$ cat config.mk
export PLATFORM = sky130hd
export DESIGN_NAME = if_id_stage
export DESIGN_NICKNAME = d
export VERILOG_FILES = /design/src/rtl/if_id_stage_pkg.sv /design/src/rtl/if_id_stage_split.sv /design/src/rtl/if_id_stage.sv
export SDC_FILE = /design/constraint.sdc
export NUM_CORES = 1
export LEC_CHECK = 0
export CAP_MARGIN = 20
export CORE_MARGIN = 3
export CORE_UTILIZATION = 51
export CTS_BUF_LIST = sky130_fd_sc_hd__clkbuf_2
export DETAILED_ROUTE_END_ITERATION = 8
export PLACE_DENSITY = 0.83
export REMOVE_ABC_BUFFERS = 1
export SLEW_MARGIN = 10
export SYNTH_ARGS = -nofsm -noshare
export SYNTH_HDL_FRONTEND = slang
export SYNTH_HIERARCHICAL = 1
export SYNTH_SLANG_ARGS = --single-unit
export TNS_END_PERCENT = 50
$ cat constraint.sdc
create_clock -name clk -period 1.95 [get_ports clk]
set_input_delay 0.2925 -clock clk [delete_from_list [all_inputs] [get_ports clk]]
set_output_delay 0.2925 -clock clk [all_outputs]
set_load 0.01 [all_outputs]
$ cat src/rtl/if_id_stage_pkg.sv
// Shared definitions for the IF/ID pipeline register: MIPS field positions,
// occupancy state encoding and the fetch entry record.
package if_id_stage_pkg;

  localparam int OPCODE_MSB = 31;
  localparam int OPCODE_LSB = 26;
  localparam int RS_MSB     = 25;
  localparam int RS_LSB     = 21;
  localparam int RT_MSB     = 20;
  localparam int RT_LSB     = 16;
  localparam int RD_MSB     = 15;
  localparam int RD_LSB     = 11;
  localparam int SHAMT_MSB  = 10;
  localparam int SHAMT_LSB  = 6;
  localparam int FUNCT_MSB  = 5;
  localparam int FUNCT_LSB  = 0;
  localparam int IMM_MSB    = 15;
  localparam int IMM_LSB    = 0;
  localparam int TARGET_MSB = 25;
  localparam int TARGET_LSB = 0;

  localparam int PC_BITS    = 32;
  localparam int INSTR_BITS = 32;

  typedef enum logic [1:0] {
    EMPTY = 2'd0,
    ONE   = 2'd1,
    FULL  = 2'd2
  } state_t;

  typedef struct packed {
    logic [PC_BITS-1:0]    pc;
    logic [INSTR_BITS-1:0] instr;
  } entry_t;

endpackage

$ cat src/rtl/if_id_stage_split.sv
// Combinational MIPS field splitter; slices a 32-bit-or-wider instruction word
// into the R/I/J-format fields used by decode.
module mips_field_split
  import if_id_stage_pkg::*;
#(
  parameter int instr_bits = 32
) (
  input  logic [instr_bits-1:0] instr,
  output logic [5:0]            opcode,
  output logic [4:0]            rs,
  output logic [4:0]            rt,
  output logic [4:0]            rd,
  output logic [4:0]            shamt,
  output logic [5:0]            funct,
  output logic [15:0]           imm,
  output logic [25:0]           target
);

  assign opcode = instr[OPCODE_MSB:OPCODE_LSB];
  assign rs     = instr[RS_MSB:RS_LSB];
  assign rt     = instr[RT_MSB:RT_LSB];
  assign rd     = instr[RD_MSB:RD_LSB];
  assign shamt  = instr[SHAMT_MSB:SHAMT_LSB];
  assign funct  = instr[FUNCT_MSB:FUNCT_LSB];
  assign imm    = instr[IMM_MSB:IMM_LSB];
  assign target = instr[TARGET_MSB:TARGET_LSB];

endmodule

$ cat src/rtl/if_id_stage.sv
// IF/ID pipeline register with a two-entry skid buffer and flush.
// Optional performance counters are enabled by defining IF_ID_PERF_CNT_EN.
module if_id_stage
  import if_id_stage_pkg::*;
#(
  parameter int instr_bits = 32,
  parameter int pc_bits    = 32
) (
  input  logic                  clk,
  input  logic                  rst_n,
  input  logic                  in_valid,
  output logic                  in_ready,
  input  logic [instr_bits-1:0] in_instr,
  input  logic [pc_bits-1:0]    in_pc,
  input  logic                  flush,
  output logic                  out_valid,
  input  logic                  out_ready,
  output logic [pc_bits-1:0]    out_pc,
  output logic [5:0]            out_opcode,
  output logic [4:0]            out_rs,
  output logic [4:0]            out_rt,
  output logic [4:0]            out_rd,
  output logic [4:0]            out_shamt,
  output logic [5:0]            out_funct,
  output logic [25:0]           out_target,
  output logic [15:0]           out_imm
`ifdef IF_ID_PERF_CNT_EN
  ,
  output logic [15:0]           stall_cnt,
  output logic [15:0]           flush_cnt
`endif
);

  typedef struct packed {
    logic [pc_bits-1:0]    pc;
    logic [instr_bits-1:0] instr;
  } slot_t;

  state_t state;
  slot_t  main_q;
  slot_t  skid_q;
  slot_t  incoming;
  logic   in_ready_q;
  logic   out_valid_q;
  logic   accept;
  logic   drain;

  assign incoming = '{pc: in_pc, instr: in_instr};
  assign accept   = in_valid && in_ready_q;
  assign drain    = out_valid_q && out_ready;

  // NOTE: in_ready and out_valid are flops updated with the state, so out_ready
  // never reaches in_ready combinationally; the skid entry absorbs that lag.
  always_ff @(posedge clk) begin
    if (!rst_n) begin
      state       <= EMPTY;
      main_q      <= '0;
      skid_q      <= '0;
      in_ready_q  <= 1'b1;
      out_valid_q <= 1'b0;
    end else if (flush) begin
      state       <= EMPTY;
      in_ready_q  <= 1'b1;
      out_valid_q <= 1'b0;
    end else begin
      unique case (state)
        EMPTY: begin
          if (accept) begin
            main_q      <= incoming;
            state       <= ONE;
            out_valid_q <= 1'b1;
          end
        end
        ONE: begin
          if (accept && drain) begin
            main_q <= incoming;
          end else if (accept) begin
            skid_q     <= incoming;
            state      <= FULL;
            in_ready_q <= 1'b0;
          end else if (drain) begin
            state       <= EMPTY;
            out_valid_q <= 1'b0;
          end
        end
        FULL: begin
          if (drain) begin
            main_q     <= skid_q;
            state      <= ONE;
            in_ready_q <= 1'b1;
          end
        end
        default: begin
          state       <= EMPTY;
          in_ready_q  <= 1'b1;
          out_valid_q <= 1'b0;
        end
      endcase
    end
  end

  assign in_ready  = in_ready_q;
  assign out_valid = out_valid_q;
  assign out_pc    = main_q.pc;

  mips_field_split #(
    .instr_bits(instr_bits)
  ) u_split (
    .instr (main_q.instr),
    .opcode(out_opcode),
    .rs    (out_rs),
    .rt    (out_rt),
    .rd    (out_rd),
    .shamt (out_shamt),
    .funct (out_funct),
    .imm   (out_imm),
    .target(out_target)
  );

`ifdef IF_ID_PERF_CNT_EN
  always_ff @(posedge clk) begin
    if (!rst_n) begin
      stall_cnt <= '0;
      flush_cnt <= '0;
    end else begin
      if (out_valid_q && !out_ready && stall_cnt != 16'hFFFF) stall_cnt <= stall_cnt + 16'd1;
      if (flush && flush_cnt != 16'hFFFF) flush_cnt <= flush_cnt + 16'd1;
    end
  end
`endif

endmodule
# Word-level counts from Yosys, hierarchy flattened
# Index checks and enable logic that the tools add are counted.
dict set report classes {
  n_eq_ne 10
  mux 19
  bitwise_logic 5
  reduce_logical 11
}
# op n
set op_table {}
lappend op_table {{$mux W64} 3}
lappend op_table {{$pmux W64 S3} 1}
lappend op_table {{$ne A2 B2 Y1 const B} 7}
lappend op_table {{$reduce_and A4 Y1} 3}
lappend op_table {{$mux W2} 5}
lappend op_table {{$reduce_and A5 Y1} 2}
lappend op_table {{$mux W1} 7}
lappend op_table {{$pmux W1 S3} 2}
lappend op_table {{$pmux W2 S3} 1}
lappend op_table {{$not A1 Y1} 5}
lappend op_table {{$logic_and A1 B1 Y1} 3}
lappend op_table {{$ne A3 B3 Y1 const B} 1}
lappend op_table {{$reduce_bool A3 Y1} 1}
lappend op_table {{$eq A2 B1 Y1 const B} 1}
lappend op_table {{$eq A2 B2 Y1 const B} 1}
lappend op_table {{$logic_not A2 Y1} 1}
lappend op_table {{$reduce_or A2 Y1} 1}
dict set report totals {
  ff_bits 132
  input_bits 69
  output_inout_bits 108
  elab_cells 52
}

# Longest topological paths before layout
# Gate-level depths: netlist of the first run.
dict set report depth {
  ltp_word 5
  ltp_mapped 6
}

# By module
# Netlist of the first run, hierarchy kept.
# mod instances cells_each area_per_inst_um2 seq_area_each_um2
set by_module_without_submodules {}
lappend by_module_without_submodules {if_id_stage 1 661 6437.4 2642.5}
lappend by_module_without_submodules {mips_field_split 1 74 555.5 0.0}

# Worst setup path before layout of the first run
# Ideal clock, no wire load.
dict set report synth_path {
  path_kind {register -> register}
  from {reg state[0]}
  to {reg main_q[0] in the netlist's numbering}
  arrival_ns 1.405
  required_ns 1.804
  slack_ns 0.399
  path_stages_with_launch 7
  synth_period_minus_slack_ns 1.551
  cell_sequence {dfxtp_1 > a21bo_1 > buf_6 > buf_6 > buf_2 > a221oi_1 > a211oi_2}
}
dict set report synth_via {
  elab_chain_len 3
  word_cells_on_any_way 9
  classes_between {5 x eq/ne; 1 x mux; 3 x reduce/logical}
}
# element line_no
set synth_lines {}
lappend synth_lines {{from (decl)} if_id_stage.sv:39} ;# state_t state;
lappend synth_lines {{from (signal assigned)} if_id_stage.sv:56} ;# state <= EMPTY;
lappend synth_lines {{from (signal assigned)} if_id_stage.sv:62} ;# state <= EMPTY;
lappend synth_lines {{from (signal assigned)} if_id_stage.sv:70} ;# state <= ONE;
lappend synth_lines {{$eq A2 B1 Y1 (tied with other cells)} if_id_stage.sv:66} ;# unique case (state)
lappend synth_lines {{$ne A2 B2 Y1 (no line) or $reduce_bool A3 Y1 (tied branches)} -}
lappend synth_lines {{$reduce_and A5 Y1 (no line)} -}
lappend synth_lines {{to (signal assigned)} if_id_stage.sv:69} ;# main_q <= incoming;
lappend synth_lines {{to (signal assigned)} if_id_stage.sv:76} ;# main_q <= incoming;
lappend synth_lines {{to (signal assigned)} if_id_stage.sv:88} ;# main_q <= skid_q;
lappend synth_lines {{to (decl)} if_id_stage.sv:40} ;# slot_t main_q;
# Parallel ways exist; a longest one is shown, timed or not.
# A chain may end at the register's enable or synchronous reset.

# Worst setup path in the final report of the first run
dict set report layout_path {
  from {reg main_q[5] in the netlist's numbering}
  to {out out_target[5]}
}
# element line_no
set layout_rtl {}
lappend layout_rtl {{to (decl)} if_id_stage.sv:25} ;# output logic [25:0] out_target,
# No word-level cell between the ends.

==> summary by stage, run 1 <==
Logic synthesis
Of all flip-flops after synthesis, the portion carrying an async set or reset was 0%. After synthesis, the mean cell area works out to 9.51 um^2. After technology mapping, the gate count stands at 735. The most used flip-flop cell after synthesis is sky130_fd_sc_hd__dfxtp_1. After synthesis the netlist holds a flip-flop and latch count of 132. In this run, synthesis inferred 0 flip-flops with an integrated enable. The total number of yosys warnings is 6. The netlist area before placement is 0.00699 mm^2.

Sequential elements use around 38% of the synthesized area. The number of different library cells in the post-synthesis netlist is 29.

Floorplan
The number of placement rows is 42. The floorplan step defined a die boundary enclosing 0.0152 mm^2. The total core area is 0.0133 mm^2. The vertical extent of the die is 123 um. The horizontal die dimension is 123 um. The starting density of the core is 52.4%. 177 I/O pins were placed.

Setup path
The critical path endpoint category is an output port. By startpoint and endpoint, the worst setup path is classified as reg2out. On the critical path, the stage with the largest delay is an instance of sky130_fd_sc_hd__dfxtp_2.

The critical path data required time is 1660 ps. The nature of the critical path startpoint is a flip-flop. The worst register-to-register path has a setup slack of 200 ps. For the worst flop-to-flop path, the logic depth is 4.

The biggest cell delay along the critical path is between 300 and 400 ps. The launching point of the worst reg2reg path is state[1]. Along the worst path, the maximum fanout reaches 3. The worst setup path startpoint is main_q[5]. The signal on the critical path passes through buf_4 -> dlygate4sd2_1. The end point of the critical path is out_target[5]. At the worst endpoint, the arrival time is 1500 ps.

The terminus of the critical flop-to-flop path is main_q[18].

Final layout
For this run, the share of the core covered by cells in the final layout is a little under two thirds. The area growth from synthesis to layout is 21.6%. The repair_antennas step left the layout with diodes totalling 0. The final-layout fill cell count is roughly 1100. Once layout is done, the placed cells without fillers occupy 0.00850 mm^2. In the final layout, the share of cells above drive strength 1 is 24.9%. The final-stage net count is approximately 850.

GRT
The first global-routing pass estimated ~30000 um of wire. The met1 usage in global routing is approximately 29%. The most used routing layer in global routing is met2.

The via count of the first global-routing pass was 6074. For this run the aggregate overflow at the end of global routing stands at 0. For this run, global-route usage on met3 was measured as between 6 and 7%.

The number of antenna violations at the first check in global routing is 0. The largest net degree at the start of global routing is 65. The global-route track usage on met2 is 43.3%. The all-layer global routing usage is between 20% and 30%.

Power and ir drop
Across the VDD grid, the largest voltage drop is 0.331 mV. The leakage power is 3.67 nW. The total power density per cell area is 681 mW/mm^2. Overall power consumption after layout is estimated at 5.79 mW.

Timing
Setup violations remaining at the end of the flow were counted as 0. Headroom to the max-slew limit came out at approximately two thirds. The final-report hold violation count is 0. The summed negative setup slack over all endpoints is 0 ps.

The clock arrives with approximately 13 ps of skew. The maximum clock frequency is approximately 0.56 GHz. The worst path needs 1790 ps of the cycle, external delays included. The transition time of the tightest slew-check pin is 494 ps. Setup repair after global routing left no endpoint under its margin. The number of max-slew violations in the final report is 0. The final critical path takes up roughly 92% of the cycle.

Drt
The final route contains 6163 vias. The wire length after detailed routing is 19100 um. Before antenna repair, the detailed router went through 7 iterations. After detailed routing, the number of remaining DRC violations is 0.

The count of nets left with antenna violations once routing finished came out at 0. The vias per cell is 6.34. The detailed router finished its first iteration with 694 violations. In the final routed layout, each cell accounts on average for 19.7 um.

Clocking
The count of clock tree sinks is around 130. TritonCTS built the clock tree. The worst-skew pair later-pin latency is just over 700 ps. The number of buffers on the longest clock path is 2. The master cell of the clock root buffer is sky130_fd_sc_hd__clkbuf_2.

The clock tree synthesis step divided the H-tree into 4 levels. The post-CTS clock slew at the launch and capture registers of the worst setup and hold paths is 190 ps. The number of buffers created by CTS is 17. The hold buffer count at cts is 0.

Place
The standard cell area after detailed placement is just over 0.008 mm^2. At the end of routability-driven placement, the weighted congestion stood at 0.801. The number of port buffers is 176. The HPWL reported at the end of detailed placement is 12200 um.

Run
The number of maximum-capacitance constraint violations is 0.

Run status
The flow ran to the end, and the final reports show no timing, DRC or antenna violations.

Worst hold path
The worst min-delay path category is in2reg.
## area by class of cell
class                   instances  area [um^2]  area share (%)
multi-input cells             408         3160            37.1
flip-flops and latches        132         2720            32.0
repair buffers                220         2160            25.4
well taps                     176          220            2.59
clock inverters                14          143            1.68
clock buffers                  18         90.1            1.06
inverters                       4         17.5           0.206
## per-stage QoR
stage | instances | setup slack (ps) | hold slack (ps)
floorplan | 544 | -2800 | 406
global placement | 926 | 90.3 | 459
detailed placement | 926 | 26.2 | 467
CTS | 972 | 106 | 92.4
global route | 972 | 68.3 | 111
finish | 972 | 161 | 155
## per-layer routing
metal | vias up | part of all wire, % | wire, um
li1 | 2745 | - | -
met1 | 3048 | 39 | 7450
met2 | 334 | 51 | 9790
met3 | 36 | 7.7 | 1460
met4 | 0 | 2.1 | 397
met5 | - | 0 | 0
## synthesized netlist by cell type, drive strengths merged (3+ instances only)
cell	number	area share (%)
nand3	67	4.8
dfxtp	132	38
inv	4	0.21
mux2i	64	9.2
o21ai	64	4.6
a221oi	66	8.3
a21oi	66	4.7
nand2	3	0.16
a211oi	64	11
clkbuf	45	2.4
buf	146	15
## cells in the final DEF, fill, tap and decap left out, types with 2 or more instances in the layout
| master | synthesis | routed |
|---|---|---|
| sky130_fd_sc_hd__a211oi_1 | 4 | 4 |
| sky130_fd_sc_hd__a211oi_2 | 60 | 60 |
| sky130_fd_sc_hd__a21oi_1 | 66 | 66 |
| sky130_fd_sc_hd__a221oi_1 | 66 | 66 |
| sky130_fd_sc_hd__buf_12 | 0 | 16 |
| sky130_fd_sc_hd__buf_4 | 107 | 28 |
| sky130_fd_sc_hd__bufinv_16 | 0 | 3 |
| sky130_fd_sc_hd__clkbuf_2 | 0 | 18 |
| sky130_fd_sc_hd__clkdlybuf4s50_1 | 0 | 68 |
| sky130_fd_sc_hd__clkinv_1 | 0 | 4 |
| sky130_fd_sc_hd__clkinv_2 | 0 | 6 |
| sky130_fd_sc_hd__dfxtp_1 | 132 | 77 |
| sky130_fd_sc_hd__dfxtp_2 | 0 | 53 |
| sky130_fd_sc_hd__dfxtp_4 | 0 | 2 |
| sky130_fd_sc_hd__dlygate4sd2_1 | 0 | 108 |
| sky130_fd_sc_hd__inv_1 | 4 | 2 |
| sky130_fd_sc_hd__mux2i_1 | 64 | 64 |
| sky130_fd_sc_hd__nand2_1 | 3 | 3 |
| sky130_fd_sc_hd__nand3_1 | 67 | 67 |
| sky130_fd_sc_hd__o21ai_0 | 64 | 64 |
## worst min-delay path by stage
stage	cells past startpoint	end	from
final	3	skid_q[9]	in_instr[9]
after floorplan	1	state[1]	out_ready
after global placement	2	skid_q[30]	skid_q[30]
after detailed placement	2	skid_q[35]	skid_q[35]
after CTS	3	skid_q[1]	in_instr[1]
after global routing	3	skid_q[26]	in_instr[26]
## critical path: cells and delay by family (launching register included)
kind     cells  cell delay [ps]
flops        1              370
buf+inv      2              420
## sequential cells by signal, summed over array words and instances, names as in the netlist
name	cells
out_pc	32
main_q	32
out_valid	1
state	2
in_ready	1
skid_q	64
## what timing repair did
action / in CTS / in global routing
setup buffers: 14 / 0
endpoints found under the setup margin: 108 / 0
resized for setup: 165 / 0
## power breakdown
group | internal [mW] | total (mW) | switching (mW)
logic | 0.572 | 1.19 | 0.617
registers | 2.83 | 2.92 | 0.0847
clock network | 0.689 | 1.69 | 0.996
## cells by family after synthesis
kind of cell	count (synthesis)	synth area share (%)
muxes	64	9.16
buffers and inverters	195	17.7
DFF	132	37.8
and+or+nand+nor	78	5.89
AOI/OAI and AO/OA	266	29.5
Power figures use the tool's default switching activity.
==> run 2, diff against run 1 <==
SETUP_SLACK_MARGIN = 0.1   (was not set)
==> run 2 against run 1 <==
Worst hold slack improved by 6.4 ps. Cell count increased by 0.21%. Via count decreased by 0.73%. Fmax increased by 0.88%. Clock power about the same. Largest power group unchanged. Critical path type unchanged. Cell area increased by 0.28%. Combinational power about the same. Count of clock-buffer cells in the layout unchanged. Critical endpoint is now out_rt[0].
==> summary by stage, run 2 (synthesis results as in run 1) <==
Power and ir drop
The leakage power is 3.66 nW (-0.25%). The internal power is 4.10 mW (+0.13%). The total power after layout is 5.79 mW (about the same).

The combinational share of power is 20.7% (+0.2 points). The part of the power in registers is 50.4% (about the same). The total power density per cell area is 679 mW/mm^2 (-0.34%). The power spent charging and discharging nets was 1.69 mW (-0.52%). The switching part of the total power is 29.2% (-0.14 points). The worst ir drop on vdd is 0.331 mV (about the same). The clock power share was 28.9% (-0.2 points).

Clocking
The hold buffer count at cts is 0 (unchanged). The number of H-tree levels is 4 (unchanged). The worst-skew pair later-pin latency came to 710 ps (about the same).

The number of buffers created by CTS came to 17 (unchanged). The master cell of the clock root buffer is sky130_fd_sc_hd__clkbuf_2. The number of buffers on the longest clock path is 2 (unchanged). The TritonCTS clock tree is yes. The post-CTS clock slew at the launch and capture registers of the worst setup and hold paths is 190 ps (about the same). The count of clock tree sinks came to 132 (unchanged).

Setup path
The count of cell instances traversed by the critical path is 2 (unchanged). The critical path is of the reg2out type. The startpoint identified for the worst register-to-register timing path is state[1]. The critical path data arrival time is 1480 ps (-20 ps).

The slack of the worst reg-to-reg path is 210 ps (about the same). The maximum fanout along the worst path is 2 (-1). The count of buffering cells on the critical path with inverters included is 2 (unchanged). The highest-delay cell along the critical path is sky130_fd_sc_hd__dfxtp_2.

The nature of the critical path startpoint is a flip-flop. The cell family contributing the most delay on the critical path is buffers and inverters. The terminus of the critical flop-to-flop path is main_q[18].

The critical path endpoint category is an output port. The signal on the critical path passes through buf_4 -> dlygate4sd2_1. The critical path data required time is 1660 ps (about the same).

The biggest cell delay along the critical path is 370 ps (about the same). The worst-case reg-to-reg path depth is 4 (unchanged).

Drt
The vias per cell is 6.28 (-0.93%). The number of vias in the routed layout is 6118 (-0.73%). The number of DRC markers after the initial detailed-route iteration came to 627 (-9.7%). The number of detailed-route iterations in the first pass is 6 (-1). The routed wirelength normalized by instance count was 19.7 um (about the same).

The remaining number of nets flagged by the antenna check after routing came to 0 (unchanged). The DRC violation count after routing is 0 (unchanged). The wire length after detailed routing was 19200 um (+0.27%).

GRT
The via count of the first global-routing pass is 6074 (unchanged). The largest net degree at the start of global routing is 65 (unchanged). The overflow left after global routing is 0 (unchanged). The all-layer global routing usage came to 24.6% (unchanged). The wire length of the first global-routing pass is 29700 um (unchanged). The number of antenna violations at the first check in global routing is 0 (unchanged).

Place
The standard cell area after detailed placement came to 0.00822 mm^2 (unchanged). The HPWL reported at the end of detailed placement is 12200 um (unchanged). The placer congestion estimate is 0.801 (unchanged). The count of placed standard cells including taps is 926 (unchanged). The worst slack after detailed placement was 26.2 ps (unchanged). The number of port buffers is 176 (unchanged).

Floorplan
The total core area is 0.0133 mm^2 (unchanged). The area of the die is 0.0152 mm^2 (unchanged). The vertical extent of the die is 123 um (unchanged).

The horizontal die dimension is 123 um (unchanged). The I/O pin count is 177 (unchanged). The number of placement rows is 42 (unchanged). The starting density of the core is 52.4% (unchanged).

Final layout
The final-stage net count was 854 (+0.23%). The post-layout instance count excluding filler cells is 974 (+0.21%). The antenna diode count is 0 (unchanged). The area growth from synthesis to layout is 21.9%. The cell area after layout is 0.00852 mm^2 (+0.28%). Leaving out fill and tap cells, the most frequent cells in the layout are sky130_fd_sc_hd__dlygate4sd2_1, sky130_fd_sc_hd__dfxtp_1, sky130_fd_sc_hd__clkdlybuf4s50_1.

The most frequent standard cell in the layout excluding fill and tap cells is sky130_fd_sc_hd__dlygate4sd2_1. The number of flip-flops in the largest register is 64 (unchanged). The top register by number of flip-flops is skid_q.

The proportion of layout cells with a drive suffix above 1 is 25.1% (+0.19 points).

Timing
The headroom to the max-slew limit was 67.6% (+0.57 points). The number of max-slew violations in the final report is 0 (unchanged). The setup violation total in the final timing report is 0 (unchanged). The final-report hold violation count is 0 (unchanged). The transition time of the tightest slew-check pin is 486 ps (-8.62 ps). The period utilization is 91.0% (-0.80 points). Setup repair after global routing could not meet its margin everywhere. The maximum clock frequency came to 0.564 GHz (+0.88%). The worst hold margin is 162 ps (+6.39 ps). The final critical path time including I/O delays and setup is 1770 ps (-15.6 ps). The largest clock skew in the final design came to 14.0 ps (+1.04 ps). The setup slack after layout came to 176 ps (+15.6 ps).

Run
The number of maximum-capacitance constraint violations came to 0 (unchanged).

Run status
The run finished with clean final reports.

Worst hold path
The path class of the tightest hold or removal check is in2reg. The number of cells traversed by the worst hold path is 3 (unchanged). The end of the worst hold path is skid_q[9]. The startpoint identified for the worst hold timing path is in_instr[9].
run 2: changes by cell type in the layout (fill, tap and decap cells not counted):
cell	before	now
sky130_fd_sc_hd__clkdlybuf4s15_1	0	7
sky130_fd_sc_hd__buf_4	28	30
sky130_fd_sc_hd__dlygate4sd2_1	108	101
run 2: power by group through the flow:
stage	logic (mW)	clock network, mW	registers [mW]
after floorplan	0.486	0	3.02
final	1.20	1.67	2.92
after detailed placement	1.26	0	2.97
after CTS	1.19	1.71	2.91
after global placement	1.22	0	2.96
after global routing	1.28	1.82	2.93
run 2: per-layer routing:
metal	up-vias	track usage, %	share of wire (%)
met2	313	43.3	51
met3	35	6.08	7.3
met4	0	9.97	2.0
met5	-	0	0
met1	3032	28.8	39
li1	2738	-	-
run 2: what timing repair did:
action | CTS | global route
resized for setup | 165 | 7
buffers inserted | 14 | 2
gates cloned | 0 | 0
endpoints found under the setup margin | 108 | 16
run 2: area by class of cell:
cell class / count / area [um^2]
Inverter: 4 / 17.5
Fill cell: 1113 / 4820
Timing Repair Buffer: 222 / 2180
Clock inverter: 14 / 143
Sequential cell: 132 / 2720
Clock buffer: 18 / 90.1
Multi-Input combinational cell: 408 / 3160
Tap cell: 176 / 220
run 2: worst max-delay path by stage:
stage	start	endpoint	slack [ps]
after global placement	flush	main_q[22]	90
after detailed placement	flush	main_q[25]	30
after CTS	main_q[9]	out_shamt[3]	110
after global routing	main_q[9]	out_shamt[3]	90
final	main_q[16]	out_rt[0]	180
after floorplan	out_valid	main_q[10]	-2800
run 2: tightest hold or removal path: cells and delay by family:
kind	cells	cell delay (ps)
buffers and inverters	1	420
and+or+nand+nor	1	80
AOI/OAI and AO/OA	1	60
run 2: metrics by stage:
| stage | setup TNS [ps] | util, % |
|---|---|---|
| after global routing | 0 | 63.9 |
| after floorplan | -343240 | - |
| final | 0 | 63.9 |
| after CTS | 0 | 63.7 |
| after global placement | 0 | 61.6 |
| after detailed placement | 0 | 61.6 |
